--- config.mk ---
export PLATFORM = sky130hd
export DESIGN_NAME = linear_interpolator_flat
export DESIGN_NICKNAME = d
export VERILOG_FILES = /design/src/rtl/linear_interpolator_pkg.sv /design/src/rtl/linear_interpolator_if.sv /design/src/rtl/linear_interpolator_step_acc.sv /design/src/rtl/linear_interpolator.sv /design/src/flat_wrapper.sv
export SDC_FILE = /design/constraint.sdc
export NUM_CORES = 1
export LEC_CHECK = 0
export CAP_MARGIN = 20
export CORE_MARGIN = 4
export CORE_UTILIZATION = 43
export CTS_BUF_LIST = sky130_fd_sc_hd__clkbuf_2 sky130_fd_sc_hd__clkbuf_4 sky130_fd_sc_hd__clkbuf_8
export DETAILED_ROUTE_END_ITERATION = 16
export GPL_TIMING_DRIVEN = 0
export PLACE_DENSITY = 0.66
export SETUP_SLACK_MARGIN = 0.1
export SLEW_MARGIN = 20
export SYNTH_ARGS = -nofsm -noshare
export SYNTH_HDL_FRONTEND = slang
export SYNTH_HIERARCHICAL = 1
export SYNTH_SLANG_ARGS = --single-unit
--- constraint.sdc ---
create_clock -name clk -period 2.9 [get_ports clk]
set_input_delay 0.58 -clock clk [delete_from_list [all_inputs] [get_ports clk]]
set_output_delay 0.58 -clock clk [all_outputs]
set_load 0.05 [all_outputs]
--- src/rtl/linear_interpolator_pkg.sv ---
// Shared definitions for the linear interpolator (upsampler).
// Contents: sample width, FSM state encoding, uio bit positions and
// the constant uio output-enable mask of the tile pinout.
package interp_pkg;

   localparam int DATA_W = 8;

   // IDLE: nothing received yet, HOLD: primed and waiting,
   // INTERP: emitting a burst of interpolated samples.
   typedef enum logic [1:0] {
      IDLE   = 2'b00,
      HOLD   = 2'b01,
      INTERP = 2'b11
   } state_e;

   localparam int STROBE_BIT = 0;
   localparam int VALID_BIT  = 1;
   localparam int READY_BIT  = 2;
   localparam int OVR_BIT    = 3;

   localparam logic [DATA_W-1:0] UIO_OE_MASK = 8'h0E;

endpackage

--- src/rtl/linear_interpolator_if.sv ---
// Tile pinout bundle for the linear interpolator.
//   ui_in   : input sample
//   uio_in  : bit STROBE_BIT = in_strobe
//   uo_out  : interpolated output sample
//   uio_out : out_valid / ready / overrun flags
//   uio_oe  : bidirectional pin output enables
// master = stimulus side, slave = the interpolator.
interface linear_interpolator_if;
   import interp_pkg::*;

   logic [DATA_W-1:0] ui_in;
   logic [DATA_W-1:0] uio_in;
   logic [DATA_W-1:0] uo_out;
   logic [DATA_W-1:0] uio_out;
   logic [DATA_W-1:0] uio_oe;

   modport master (output ui_in, uio_in, input uo_out, uio_out, uio_oe);
   modport slave  (input ui_in, uio_in, output uo_out, uio_out, uio_oe);
endinterface

--- src/rtl/linear_interpolator_step_acc.sv ---
// Interpolation datapath: step accumulator, signed delta and step counter.
//   load   : start a new burst from x_prev toward x_new
//   step   : advance one interpolation step (ignored when load is high)
//   x_prev : previous (start) sample
//   x_new  : new (end) sample
//   y      : floor(acc / N), the current interpolated sample
//   last   : step counter is at N-1
module interp_step_acc
   import interp_pkg::*;
#(
   parameter int INTERP_POWER = 2
) (
   input  logic              clk,
   input  logic              rst_n,
   input  logic              load,
   input  logic              step,
   input  logic [DATA_W-1:0] x_prev,
   input  logic [DATA_W-1:0] x_new,
   output logic [DATA_W-1:0] y,
   output logic              last
);

   // Two guard bits above x*N keep acc + N*delta from overflowing.
   localparam int ACC_W = DATA_W + INTERP_POWER + 2;

   logic [ACC_W-1:0]        acc_q, acc_d;
   logic [DATA_W:0]         delta_q, delta_d;
   logic [INTERP_POWER-1:0] k_q, k_d;

   always_comb begin
      acc_d   = acc_q;
      delta_d = delta_q;
      k_d     = k_q;
      if (load) begin
         // 9-bit two's-complement difference of the zero-extended samples.
         delta_d = {1'b0, x_new} - {1'b0, x_prev};
         acc_d   = '0;
         acc_d[DATA_W+INTERP_POWER-1:INTERP_POWER] = x_prev;
         k_d     = '0;
      end else if (step) begin
         acc_d = acc_q + {{(ACC_W-DATA_W-1){delta_q[DATA_W]}}, delta_q};
         k_d   = k_q + 1'b1;
      end
   end

   always_ff @(posedge clk or negedge rst_n) begin
      if (!rst_n) begin
         acc_q   <= '0;
         delta_q <= '0;
         k_q     <= '0;
      end else begin
         acc_q   <= acc_d;
         delta_q <= delta_d;
         k_q     <= k_d;
      end
   end

   // acc stays within [0, 255*N], so the arithmetic shift reduces to a slice.
   assign y    = acc_q[DATA_W+INTERP_POWER-1:INTERP_POWER];
   assign last = &k_q;

endmodule

--- src/rtl/linear_interpolator.sv ---
// Strobe-driven linear-interpolating upsampler (ratio N = 2^INTERP_POWER).
// Each accepted sample after the first produces N outputs ramping from the
// previous sample toward the new one, one per clock.
//   clk, rst_n : clock, async active-low reset
//   bus        : tile pinout (slave side), see linear_interpolator_if
module linear_interpolator
   import interp_pkg::*;
#(
   parameter int INTERP_POWER = 2
) (
   input  logic clk,
   input  logic rst_n,
   linear_interpolator_if.slave bus
);

   state_e            state_q, state_d;
   logic [DATA_W-1:0] x_prev_q, x_prev_d;
   logic [DATA_W-1:0] uo_q, uo_d;
   logic              valid_q, valid_d;
   logic              ovr_q, ovr_d;

   logic              strobe, ready, accept, load, last;
   logic [DATA_W-1:0] y;
   logic              unused_uio;

   assign strobe     = bus.uio_in[STROBE_BIT];
   assign unused_uio = ^bus.uio_in[DATA_W-1:1];

   interp_step_acc #(.INTERP_POWER(INTERP_POWER)) u_acc (
      .clk    (clk),
      .rst_n  (rst_n),
      .load   (load),
      .step   (state_q == INTERP),
      .x_prev (x_prev_q),
      .x_new  (bus.ui_in),
      .y      (y),
      .last   (last)
   );

   always_comb begin
      // Mid-burst the block only takes a sample on the final step, which
      // lets back-to-back bursts run without a gap in out_valid.
      ready  = (state_q != INTERP) || last;
      accept = strobe && ready;
      // The very first sample only primes x_prev.
      load   = accept && (state_q != IDLE);

      state_d = state_q;
      case (state_q)
         IDLE:    if (accept) state_d = HOLD;
         HOLD:    if (accept) state_d = INTERP;
         INTERP:  if (last && !accept) state_d = HOLD;
         default: state_d = IDLE;
      endcase

      x_prev_d = accept ? bus.ui_in : x_prev_q;
      valid_d  = (state_q == INTERP);
      uo_d     = (state_q == INTERP) ? y : uo_q;
      ovr_d    = ovr_q || (strobe && !ready);
   end

   always_ff @(posedge clk or negedge rst_n) begin
      if (!rst_n) begin
         state_q  <= IDLE;
         x_prev_q <= '0;
         uo_q     <= '0;
         valid_q  <= 1'b0;
         ovr_q    <= 1'b0;
      end else begin
         state_q  <= state_d;
         x_prev_q <= x_prev_d;
         uo_q     <= uo_d;
         valid_q  <= valid_d;
         ovr_q    <= ovr_d;
      end
   end

   always_comb begin
      bus.uio_out            = '0;
      bus.uio_out[VALID_BIT] = valid_q;
      bus.uio_out[READY_BIT] = ready;
      bus.uio_out[OVR_BIT]   = ovr_q;
   end

   assign bus.uo_out = uo_q;
   assign bus.uio_oe = UIO_OE_MASK;

endmodule

--- src/flat_wrapper.sv ---
// flat-port wrapper written by rule: the top's interface ports become plain ports
module linear_interpolator_flat import interp_pkg::*;
#(
   parameter int INTERP_POWER = 2
)
  (clk, rst_n, bus_ui_in, bus_uio_in, bus_uo_out, bus_uio_out, bus_uio_oe);
  linear_interpolator_if bus_i ();
  input  logic clk;
  input  logic rst_n;
  input wire logic [$bits(bus_i.ui_in)-1:0] bus_ui_in;
  input wire logic [$bits(bus_i.uio_in)-1:0] bus_uio_in;
  output wire logic [$bits(bus_i.uo_out)-1:0] bus_uo_out;
  output wire logic [$bits(bus_i.uio_out)-1:0] bus_uio_out;
  output wire logic [$bits(bus_i.uio_oe)-1:0] bus_uio_oe;
  assign bus_i.ui_in = bus_ui_in;
  assign bus_i.uio_in = bus_uio_in;
  assign bus_uo_out = bus_i.uo_out;
  assign bus_uio_out = bus_i.uio_out;
  assign bus_uio_oe = bus_i.uio_oe;
  linear_interpolator #(.INTERP_POWER(INTERP_POWER)) u_core (.clk(clk), .rst_n(rst_n), .bus(bus_i));
endmodule
# --- Word-level counts from Yosys, hierarchy flattened ---
# Index checks and enable logic that the tools add are counted.
totals:
  register_bits: 43
  inputBits: 18
  out_inout_bits: 24
classes:
  n_addsub: 3
  n_eq_ne: 6
  muxes: 8
  reduce_logical: 13
ops:
  columns: ["cell", "n"]
  rows:
  - ["two-way mux 12 bit", 2]
  - ["adder 12 bit", 1]
  - ["two-way mux 2 bit", 5]
  - ["subtractor 8 x 8 -> 9 bit", 1]
  - ["case mux 2 bit (3 select lines)", 1]
  - ["logical AND 1 bit", 4]
  - ["inequality test 2 x 1 -> 1 bit (second input constant)", 2]
  - ["inequality test 2 bit (second input constant)", 2]
  - ["nonzero test 2 bit", 2]
  - ["AND reduction 3 bit", 1]
  - ["adder 2 x 1 -> 2 bit (second input constant)", 1]
  - ["== test 2 x 1 -> 1 bit (second input constant)", 1]
  - ["== test 2 bit (second input constant)", 1]
  - ["zero test 1 bit", 2]
  - ["zero test 2 bit", 1]
  - ["logical OR 1 bit", 2]
  - ["AND reduction 2 bit", 1]

# --- Longest topological paths before layout ---
depth:
  ltp_word: 7
  depth_mapped: 10
  depth_no_buf: 8

# --- By module ---
# The synthesis kept the hierarchy.
modules_own_cells:
  columns: ["module", "instances", "cells_per_inst", "area_per_inst_um2", "seq_area_each_um2"]
  rows:
  - ["interp_step_acc", 1, 185, 1660.3, 525.5]
  - ["linear_interpolator", 1, 94, 1091.0, 500.5]

# --- Least setup slack after synthesis ---
# Ideal clock, no wire load.
synth_timing:
  kind: "register to register"
  from: "register u_core.u_acc.k_q[0]"
  to: "register u_core.u_acc.acc_q[5]"
  arrival_ns: 1.916
  required_ns: 2.774
  slack_ns: 0.858
  path_stages_with_launch: 11
  path_buffers: 2
  synth_period_minus_slack_ns: 2.042
  path_cell_list: "dfrtp_1 ha_1 and3b_1 buf_6 nor3b_2 buf_2 inv_1 nand3_1 a21oi_1 a41o_1 a221o_1"
synth_between:
  elab_chain_len: 5
synth_lines:
  columns: ["item", "line_no", "source"]
  rows:
  - ["start, declared", "linear_interpolator_step_acc.sv:28", "logic [INTERP_POWER-1:0] k_q, k_d;"]
  - ["start signal, assigned", "linear_interpolator_step_acc.sv:54", "k_q <= k_d;"]
  - ["AND reduction 2 bit *", "linear_interpolator_step_acc.sv:60", "assign last = &k_q;"]
  - ["net u_core.last", "linear_interpolator.sv:22", "logic strobe, ready, accept, load, last;"]
  - ["logical OR 1 bit *", "linear_interpolator.sv:43", "ready = (state_q != INTERP) || last;"]
  - ["logical AND 1 bit *", "linear_interpolator.sv:44", "accept = strobe && ready;"]
  - ["logical AND 1 bit *", "linear_interpolator.sv:46", "load = accept && (state_q != IDLE);"]
  - ["net u_core.load", "linear_interpolator.sv:22", null]
  - ["two-way mux 12 bit / nonzero test 2 bit (equally long branches)", null, null]
  - ["end signal, assigned", "linear_interpolator_step_acc.sv:48", "acc_q <= '0;"]
  - ["end signal, assigned", "linear_interpolator_step_acc.sv:52", "acc_q <= acc_d;"]
  - ["end, declared", "linear_interpolator_step_acc.sv:26", "logic [ACC_W-1:0] acc_q, acc_d;"]
# The timed path passes the listed nets; every way through them passes the cells marked *.
# A chain may end at the register's enable or synchronous reset.

# --- Final worst setup path ---
layout_timing:
  from: "register u_core.u_acc.k_q[0]"
  to: "output bus_uio_out[2]"
layout_between:
  elab_chain_len: 2
layout_lines:
  columns: ["item", "line_no", "source"]
  rows:
  - ["AND reduction 2 bit", "linear_interpolator_step_acc.sv:60", null]
  - ["net u_core.last", "linear_interpolator.sv:22", null]
  - ["logical OR 1 bit", "linear_interpolator.sv:43", null]
  - ["end, declared", "flat_wrapper.sv:13", "output wire logic [$bits(bus_i.uio_out)-1:0] bus_uio_out;"]
# The timed path passes the listed nets, and every way through them passes these cells.

==> key figures <==
STA
  • F_max: 378 MHz
  • # setup viols final: 0
  • Max-slew headroom: 59.8%
  • Min Tclk post-route: 2.64 ns
  • Max Slew Vio Count: 0
  • Clk_skew: 0.00452 ns
  • Setup Total Neg Slack: 0 ns
  • Slew @ Worst Pin: 0.603 ns
  • Final period utilization: 91.2%
  • Final WS setup: 0.256 ns
  • RSZ-0062 raised after global routing: false
  • Final Hold Vio Count: 0

Power and ir drop
  • Worst vdd ir: 0.466 mV
  • Tot Pwr: 4.01 mW
  • NetSw: 1.79 mW
  • Comb power frac: 63.5%
  • Sequential Power Share: 26.9%
  • Net Sw Frac: 44.7%
  • Leakage Power: 1.52 nW
  • Power Density: 1260 nW/um^2
  • Internal cell power: 2.22 mW
  • Clock Power Share: 9.5%

Yosys
  • Sequential area share after synthesis: 37.3%
  • Distinct cell type count after synthesis: 55
  • Top-count cell post-synth: dfrtp_1
  • Synth top cells by count: 41 x dfrtp_1, 24 x buf_4, 23 x nand2_1, 19 x inv_1, 18 x ha_1
  • Post-synth top flop: dfrtp_1
  • Syn Std Cell Area: 2750 um^2
  • Register bit total from synthesis: 41
  • Cells after synthesis: 279
  • Synthesized area per cell: 9.86 um^2
  • Synth warn: 6
  • Top post-synthesis cells by area: dfrtp_1 37%, ha_1 8.2%, buf_4 6.5%
  • Post-synth top area share: 37.3%
  • Post-synth EDFFs: 0
  • Ys async rst share: 100%
  • Yosys top cell by area: dfrtp_1

Global routing
  • Initial antenna violation count: 0
  • Gr ovfl total: 0
  • Largest net degree at the start of global routing: 31
  • Gr usage total: 15.5%
  • Vias in the first global route: 1,935
  • First-pass GRT wire length: 9.36 mm

Floorplanning
  • Io pins: 42
  • FP Rows: 28
  • Die Wd: 88.0 um
  • Core area: 6060 um^2
  • Die Ht: 88.0 um
  • Initial cell density of the core: 45.4%
  • Die area: 7740 um^2

Run
  • Max cap viols: 0

Worst setup path
  • Critical path type: reg2out
  • Worst setup EP type: output port
  • Worst Path Arrival: 2.06 ns
  • Reg-to-reg startpoint: u_core/u_acc/k_q[0]
  • Critical Path Fanout Max: 10
  • Critical Path Source Type: register
  • R2R cell count: 10
  • CP Launch Point: u_core/u_acc/k_q[0]
  • CP Data Required Time: 2.32 ns

Route
  • Final WL: 5.56 mm
  • Drt pass-1 iters: 4
  • DR DRC count: 0
  • Drt initial violations: 114
  • Vias per cell: 5.21
  • Antenna viol nets, final: 0
  • Wire length per cell: 14.1 um
  • Routed via count: 2,046

Placement
  • Dpl cells: 386
  • Pre-CTS WS: 0.270 ns
  • Placed cell area: 3100 um^2
  • Gp weighted congestion: 0.829
  • Hpwl dp: 4.24 mm
  • IO buf count: 20

Final layout
  • Fin cells: 393
  • Area growth, synth to finish: 16.0%
  • Final std cell area, no fill: 3190 um^2
  • # nets final: 356
  • Fill cells: 572
  • Share of layout cells above drive strength 1: 20.4%
  • Inserted Diodes: 0

Clocking
  • Clock Latency Late Sink: 0.28 ns
  • CTS buffer count: 5
  • Max Root-Sink Buffers: 2
  • Clk sink count: 41
  • CTS tree: yes
  • Clock transition at path regs: 0.08 ns
  • Setup Fix Bufs, Post-CTS: 0
  • Root Buffer: clkbuf_8
  • Htree depth: 2

Run status
  • Status: complete, no violations

Hold path
  • Worst hold path type: in2async
## sequential cells by signal, indices dropped and copies added, names as in the netlist
name and flops:
u_core/u_acc/acc_q 10, u_core/u_acc/delta_q 9, u_core/bus.uo_out 8, u_core/x_prev_q 8, u_core/state_q 2, u_core/u_acc/k_q 2
u_core/ovr_q 1, u_core/valid_q 1
## cell type report
cell class	instances	area [um^2]	area share, %
Timing Repair Buffer	21	214	6.71
Multi-Input combinational cell	196	1450	45.4
Clock buffer	7	90.1	2.82
Inverter	19	71.3	2.24
Tap cell	75	93.8	2.94
Sequential cell	41	1030	32.2
Buffer	34	248	7.76
## layout by cell type, fill, tap and decap left out, drive strengths merged, types with 2 or more instances in the layout
master,Yosys,routed
conb,2,13
xnor2,4,4
a221o,2,2
dfrtp,41,41
nand3,2,2
nand4b,8,8
a211oi,4,4
inv,19,19
nor3,4,4
o2bb2ai,2,2
and3,2,2
o31a,2,2
buf,28,30
and2b,2,2
a31oi,2,2
a211o,2,2
nand2b,9,9
mux2,9,9
ha,18,18
o21a,6,6
clkdlybuf4s50,0,18
a21oi,10,10
clkbuf,6,13
a21o,5,5
nand2,24,24
nor2b,3,3
a221oi,2,2
nor3b,2,2
fa,2,2
mux2i,5,5
o21ai,12,12
o31ai,4,4
or3,2,2
nor2,14,14
o211ai,10,10
a22oi,3,3
## worst paths after layout
check	to	slack (ns)
min	u_core/x_prev_q[0]	0.17
min in group clk	u_core/ovr_q	0.46
max in group asynchronous	u_core/u_acc/acc_q[7]	2.27
max reg2reg	u_core/u_acc/acc_q[5]	0.47
max	bus_uio_out[2]	0.26
min reg2reg	u_core/ovr_q	0.46
## worst max-delay path, stage by stage, from the launching register on
cell,delay (ns)
dfrtp_1,0.38
ha_1,0.35
and3b_1,0.24
buf_6,0.15
inv_1,0.06
buf_4,0.09
dlygate4sd2_1,0.51
## timing repair
action	in CTS	in global routing
endpoints found under the hold margin	0	0
resized for setup	1	0
hold buffers	0	0
setup endpoints to repair	1	0
## stage by stage
step           utilization (%)  hold slack [ns]
6_report                  52.6            0.174
4_1_cts                   52.6            0.175
3_3_place_gp              50.9            0.450
3_5_place_dp              51.2            0.451
5_1_grt                   52.6            0.176
2_1_floorplan                -            0.284
## kinds of logic after synthesis
family          count (synthesis)  share of synthesized area (%)
other cells                     2                          0.273
compound gates                 68                           19.0
xor+xnor                        4                           1.27
buf+inv                        53                           11.6
mux                            14                           5.50
simple gates                   77                           15.5
fa+ha+maj                      20                           9.64
flops                          41                           37.3
## power by group through the flow
stage	logic [mW]	registers, mW	clock network, mW
6_report	2.55	1.08	0.382
3_3_place_gp	2.48	1.08	0
2_1_floorplan	1.84	1.23	0
4_1_cts	2.56	1.09	0.403
5_1_grt	2.83	1.12	0.425
3_5_place_dp	2.55	1.09	0
## per-layer routing
layer | wire length [um] | track usage (%) | up-vias
met5 | 0 | 0 | -
li1 | - | - | 1033
met4 | 21 | 3.35 | 0
met3 | 278 | 3.29 | 2
met2 | 2580 | 24.9 | 48
met1 | 2680 | 21.5 | 963
No activity file was read; power rests on OpenSTA's default activity.
